## config.mk

```make
export PLATFORM = sky130hd
export DESIGN_NAME = seq_multiplier_16bit_flat
export DESIGN_NICKNAME = d
export VERILOG_FILES = /design/src/rtl/seq_multiplier_16bit_if.sv /design/src/rtl/seq_multiplier_16bit.sv /design/src/flat_wrapper.sv
export SDC_FILE = /design/constraint.sdc
export NUM_CORES = 1
export LEC_CHECK = 0
export CAP_MARGIN = 20
export CORE_MARGIN = 2
export CORE_UTILIZATION = 51
export DETAILED_ROUTE_END_ITERATION = 7
export PLACE_DENSITY = 0.81
export SYNTH_ARGS = -nofsm -noshare
export SYNTH_HDL_FRONTEND = slang
export SYNTH_SLANG_ARGS = --single-unit
```

## constraint.sdc

```tcl
create_clock -name clk_i -period 2.44 [get_ports clk_i]
set_input_delay 0.244 -clock clk_i [delete_from_list [all_inputs] [get_ports clk_i]]
set_output_delay 0.244 -clock clk_i [all_outputs]
set_load 0.02 [all_outputs]
```

## src/rtl/seq_multiplier_16bit_if.sv

```systemverilog
// Operand/result bundle for seq_multiplier_16bit.
//   master : drives start, a, b; observes p, load_en, busy (requester side)
//   slave  : the multiplier itself
// Signals:
//   start    request, sampled only while the multiplier is idle
//   a, b     multiplicand / multiplier, latched with an accepted start
//   p        2*WIDTH-bit product, feeds the downstream register D input
//   load_en  one-cycle pulse when p is valid, feeds the register EN input
//   busy     high from the cycle after start is accepted through DONE
interface seq_multiplier_16bit_if #(
  parameter int WIDTH = 8
);
  logic               start;
  logic [WIDTH-1:0]   a;
  logic [WIDTH-1:0]   b;
  logic [2*WIDTH-1:0] p;
  logic               load_en;
  logic               busy;

  modport master (output start, a, b, input p, load_en, busy);
  modport slave  (input start, a, b, output p, load_en, busy);
endinterface

```

## src/rtl/seq_multiplier_16bit.sv

```systemverilog
// Shift-and-add unsigned multiplier, WIDTH x WIDTH -> 2*WIDTH.
// The product register p_q drives the downstream register D input and
// load_en (high only in DONE) drives its EN, so the register captures each
// product exactly once.
// Ports:
//   clk_i    system clock, all state on the rising edge
//   reset_i  synchronous active-high reset, overrides start
//   bus      seq_multiplier_16bit_if.slave (start/a/b in, p/load_en/busy out)
// Build option:
//   SEQ_MULT_EARLY_EXIT_EN  when defined, RUN ends as soon as the remaining
//                           multiplier bits are all zero (same product,
//                           data-dependent latency). Undefined: RUN always
//                           takes WIDTH cycles.
module seq_multiplier_16bit #(
  parameter int WIDTH = 8
) (
  input  logic                    clk_i,
  input  logic                    reset_i,
  seq_multiplier_16bit_if.slave   bus
);

  localparam int CW = $clog2(WIDTH) + 1;

  typedef enum logic [1:0] {
    IDLE = 2'd0,
    RUN  = 2'd1,
    DONE = 2'd2
  } state_e;

  state_e             state_q, state_d;
  logic [2*WIDTH-1:0] mcand_q, mcand_d;
  logic [WIDTH-1:0]   mplier_q, mplier_d;
  logic [2*WIDTH-1:0] acc_q, acc_d;
  logic [CW-1:0]      cnt_q, cnt_d;
  logic [2*WIDTH-1:0] p_q, p_d;
  logic               last_iter;

  always_comb begin
    state_d   = state_q;
    mcand_d   = mcand_q;
    mplier_d  = mplier_q;
    acc_d     = acc_q;
    cnt_d     = cnt_q;
    p_d       = p_q;
    last_iter = 1'b0;
    case (state_q)
      IDLE: begin
        if (bus.start) begin
          state_d  = RUN;
          mcand_d  = {{WIDTH{1'b0}}, bus.a};
          mplier_d = bus.b;
          acc_d    = '0;
          cnt_d    = '0;
        end
      end
      RUN: begin
        if (mplier_q[0]) acc_d = acc_q + mcand_q;
        mcand_d  = mcand_q << 1;
        mplier_d = mplier_q >> 1;
        cnt_d    = cnt_q + 1'b1;
`ifdef SEQ_MULT_EARLY_EXIT_EN
        // No set bits left to add: the accumulator is already final.
        last_iter = (mplier_d == '0);
`else
        last_iter = (cnt_q == CW'(WIDTH - 1));
`endif
        if (last_iter) begin
          state_d = DONE;
          // Capture this edge's sum, including the final add.
          p_d     = acc_d;
        end
      end
      DONE:    state_d = IDLE;
      default: state_d = IDLE;
    endcase
  end

  always_ff @(posedge clk_i) begin
    if (reset_i) begin
      state_q  <= IDLE;
      mcand_q  <= '0;
      mplier_q <= '0;
      acc_q    <= '0;
      cnt_q    <= '0;
      p_q      <= '0;
    end else begin
      state_q  <= state_d;
      mcand_q  <= mcand_d;
      mplier_q <= mplier_d;
      acc_q    <= acc_d;
      cnt_q    <= cnt_d;
      p_q      <= p_d;
    end
  end

  assign bus.p       = p_q;
  assign bus.load_en = (state_q == DONE);
  assign bus.busy    = (state_q != IDLE);

endmodule
```

## src/flat_wrapper.sv

```systemverilog
// flat-port wrapper written by rule: the top's interface ports become plain ports
module seq_multiplier_16bit_flat 
#(
  parameter int WIDTH = 8
)
  (clk_i, reset_i, bus_start, bus_a, bus_b, bus_p, bus_load_en, bus_busy);
  seq_multiplier_16bit_if #(.WIDTH(WIDTH)) bus_i ();
  input  logic clk_i;
  input  logic reset_i;
  input wire logic [$bits(bus_i.start)-1:0] bus_start;
  input wire logic [$bits(bus_i.a)-1:0] bus_a;
  input wire logic [$bits(bus_i.b)-1:0] bus_b;
  output wire logic [$bits(bus_i.p)-1:0] bus_p;
  output wire logic [$bits(bus_i.load_en)-1:0] bus_load_en;
  output wire logic [$bits(bus_i.busy)-1:0] bus_busy;
  assign bus_i.start = bus_start;
  assign bus_i.a = bus_a;
  assign bus_i.b = bus_b;
  assign bus_p = bus_i.p;
  assign bus_load_en = bus_i.load_en;
  assign bus_busy = bus_i.busy;
  seq_multiplier_16bit #(.WIDTH(WIDTH)) u_core (.clk_i(clk_i), .reset_i(reset_i), .bus(bus_i));
endmodule
```

==> results.yml <==
critical_path:
  crit_start: "u_core.acc_q[0]"
  cpPeakStageDelay_ns: 0.38
  cpMostUsedCell: "a21oi_2"
  path_max_fanout: 4
  cp-end-kind: "flip-flop"
  crit_required_ns: 2.69
  crit_type: "flip-flop to flip-flop"
  worstPathArrival_ns: 2.61
  crit_chain: "ha_1 -> fa_2 -> a21oi_2 -> o21ai_2 -> a31o_2 -> a21oi_2 -> mux2_2 -> a311oi_1"
  reg2reg_from: "u_core.acc_q[0]"
  startpoint_type: "flip-flop"
  slowest_stage: "fa_2"
timing:
  min_period_over_period: 0.964
  fmax_ghz: 0.425
  tightest_slew_ns: 0.562
  hold_viol_final: 0
  setup_violations: 0
  finClkSkew_ns: 0.00921
  rsz0062_at_grt: "no"
  fin_crit_ns: 2.35
  slew_viol_final: 0
  maxSlewHeadroom: 0.625
  setup_ws_ns: 0.0868
global_routing:
  grt.total_usage: 0.235
  grt_max_degree: 29
  antenna_found_initial: 0
  grt_pass1_vias: 3047
  overflow: 0
  grt_pass1_wl_mm: 13.9
layout:
  antenna_cells: 0
  layout-drive-gt1-share: 0.104
  postLayoutCellArea_mm2: 0.00409
  ff_latch_area_mm2: 0.00124
  final_cells: 549
  area_growth_pct: 20.2
  multi_input_area_mm2: 0.00204
  nNetsFinal: 503
  fillCellCount: 547
drt:
  drt_iter0_drc: 321
  drtAntennaViolNets: 0
  vias_per_cell: 5.88
  drt-total-wl_mm: 8.20
  wl_per_cell_um: 14.9
  drt_pre_antenna_iters: 6
  drt_drc_violations_left: 0
  vias: 3229
flow_run:
  maxCapViolCount: 0
synth:
  ys_seq_area_frac: 0.365
  netlist.top_cell.by_area: "dfxtp_1"
  ys.flop_type: "dfxtp_1"
  ys_ff_latch: 62
  synth_edf_count: 0
  synth_common_cells: "nor2_1 (89), dfxtp_1 (62), nand2_1 (33)"
  syn_inst: 433
  synth_top_area_share: 0.365
  netlist_area_mm2: 0.00340
  synth_cell_types: 54
  yosys_warnings: 0
  synth.area.top_cells: "dfxtp_1 (36%), nor2_1 (9.8%), ha_1 (5.9%)"
  synth_area_per_cell_um2: 7.86
  synth.most_common_cell: "nor2_1"
  syn_nets: 469
  async_flop_share: 0
clocking:
  postCtsSetupBuffers: 0
  cts_buffers: 9
  ctsLongestPathBuffers: 2
  numClockSinks: 62
  path_clk_slew_ns: 0.07
  cts-root-buf: "clkbuf_8"
  clk_latency_ns: 0.35
  htreeDepth: 3
  cts_tree: "done"
  holdBufCountCts: 0
placement:
  place.gp.congestion: 0.982
  placed_cells: 533
  hpwl_mm: 5.72
  postPlaceCellArea_mm2: 0.00386
  portBuffers: 36
  dp_slack_ns: -0.00189
pwr:
  power.leakage_nw: 1.62
  p_total_mw: 2.32
  vdd_drop_max_mv: 0.529
  power_density_mw_per_mm2: 568
outcome:
  status: "complete, no violations"
floorplanning:
  die_w_um: 85.7
  num_rows: 29
  start_util: 0.533
  dieHeight_um: 85.7
  core_area_mm2: 0.00639
  pin_count: 37
  die-area_mm2: 0.00734
hold_path:
  hp-start: "reset_i"
  hold_class: "input pin to flip-flop"
placed cells by master (no fill, tap or decap), types with 4 or more instances in the layout:
| cell | synthesis | layout |
|---|---|---|
| nor2_1 | 89 | 89 |
| dfxtp_1 | 62 | 62 |
| clkdlybuf4s50_1 | 0 | 35 |
| nand2_1 | 33 | 33 |
| a21oi_1 | 32 | 31 |
| nor3_1 | 19 | 19 |
| nor2b_1 | 18 | 18 |
| ha_1 | 16 | 16 |
| buf_4 | 0 | 16 |
| a22oi_1 | 15 | 15 |
| o21ai_0 | 14 | 14 |
| clkbuf_8 | 0 | 13 |
| nand2b_1 | 8 | 8 |
| nand3_1 | 8 | 8 |
| xnor2_1 | 7 | 7 |
| a211oi_1 | 6 | 6 |
| inv_1 | 5 | 5 |
| xor2_1 | 5 | 5 |
| mux2i_1 | 5 | 5 |
| o211ai_1 | 4 | 4 |
| mux2_2 | 4 | 4 |
| a311oi_1 | 4 | 4 |
| a21o_1 | 4 | 4 |
layout make-up:
type | count | area share
multi-input cells | 337 | 0.499
clock inverters | 3 | 0.00979
inverters | 5 | 0.00459
repair buffers | 52 | 0.116
well taps | 77 | 0.0236
flip-flops and latches | 62 | 0.303
clock buffers | 13 | 0.0437
where the power goes:
| part | internal [mW] | switching [mW] |
|---|---|---|
| logic | 0.117 | 0.157 |
| clock network | 0.580 | 0.400 |
| registers | 1.04 | 0.0286 |
| total | 1.74 | 0.585 |
cells by family after synthesis:
group,synth area share
AOI/OAI and AO/OA,0.220
buffers and inverters,0.0375
xor gates and xnor gates,0.0309
DFF,0.365
and+or+nand+nor,0.249
adders and majority gates,0.0647
muxes,0.0324
final timing paths:
| check | endpoint | slack, ns | depth (start not counted) |
|---|---|---|---|
| hold / removal | u_core.cnt_q[3] | 0.36 | 2 |
| setup reg to reg | u_core.bus.p[14] | 0.09 | 8 |
| setup / recovery | u_core.bus.p[14] | 0.09 | 8 |
| hold reg to reg | u_core.bus.p[7] | 0.45 | 2 |
metrics by stage:
step	hold slack [ns]	utilization	TNS (ns)
3_5_place_dp	0.448	0.605	-0.00189
6_report	0.361	0.640	0
5_1_grt	0.375	0.640	0
4_1_cts	0.355	0.640	0
3_3_place_gp	0.447	0.605	0
2_1_floorplan	0.406	-	0
flip-flops by register name (all words and copies together) (netlist names):
register,count
u_core.acc_q,16
u_core.bus.p,16
u_core.mcand_q,16
u_core.mplier_q,8
u_core.cnt_q,4
u_core.state_q,2
what timing repair did:
action                                  4_1_cts  5_1_grt
resized for setup                             1        1
hold endpoints to repair                      0        0
endpoints found under the setup margin        1        2
layer usage:
| metal | GRT usage | share of wire | up-vias |
|---|---|---|---|
| met2 | 0.374 | 0.46 | 99 |
| met1 | 0.307 | 0.46 | 1522 |
| met3 | 0.0597 | 0.060 | 16 |
| li1 | - | - | 1592 |
| met4 | 0.0895 | 0.018 | 0 |
| met5 | 0 | 0 | - |
critical path: cells and delay by family (launching register included):
kind                     cells  cell delay (ns)
AO/OA/AOI/OAI                5             0.95
adder cells (fa/ha/maj)      2             0.63
multiplexers                 1             0.35
flip-flops                   1             0.33
Note: power is estimated with default switching activity, not from simulation.
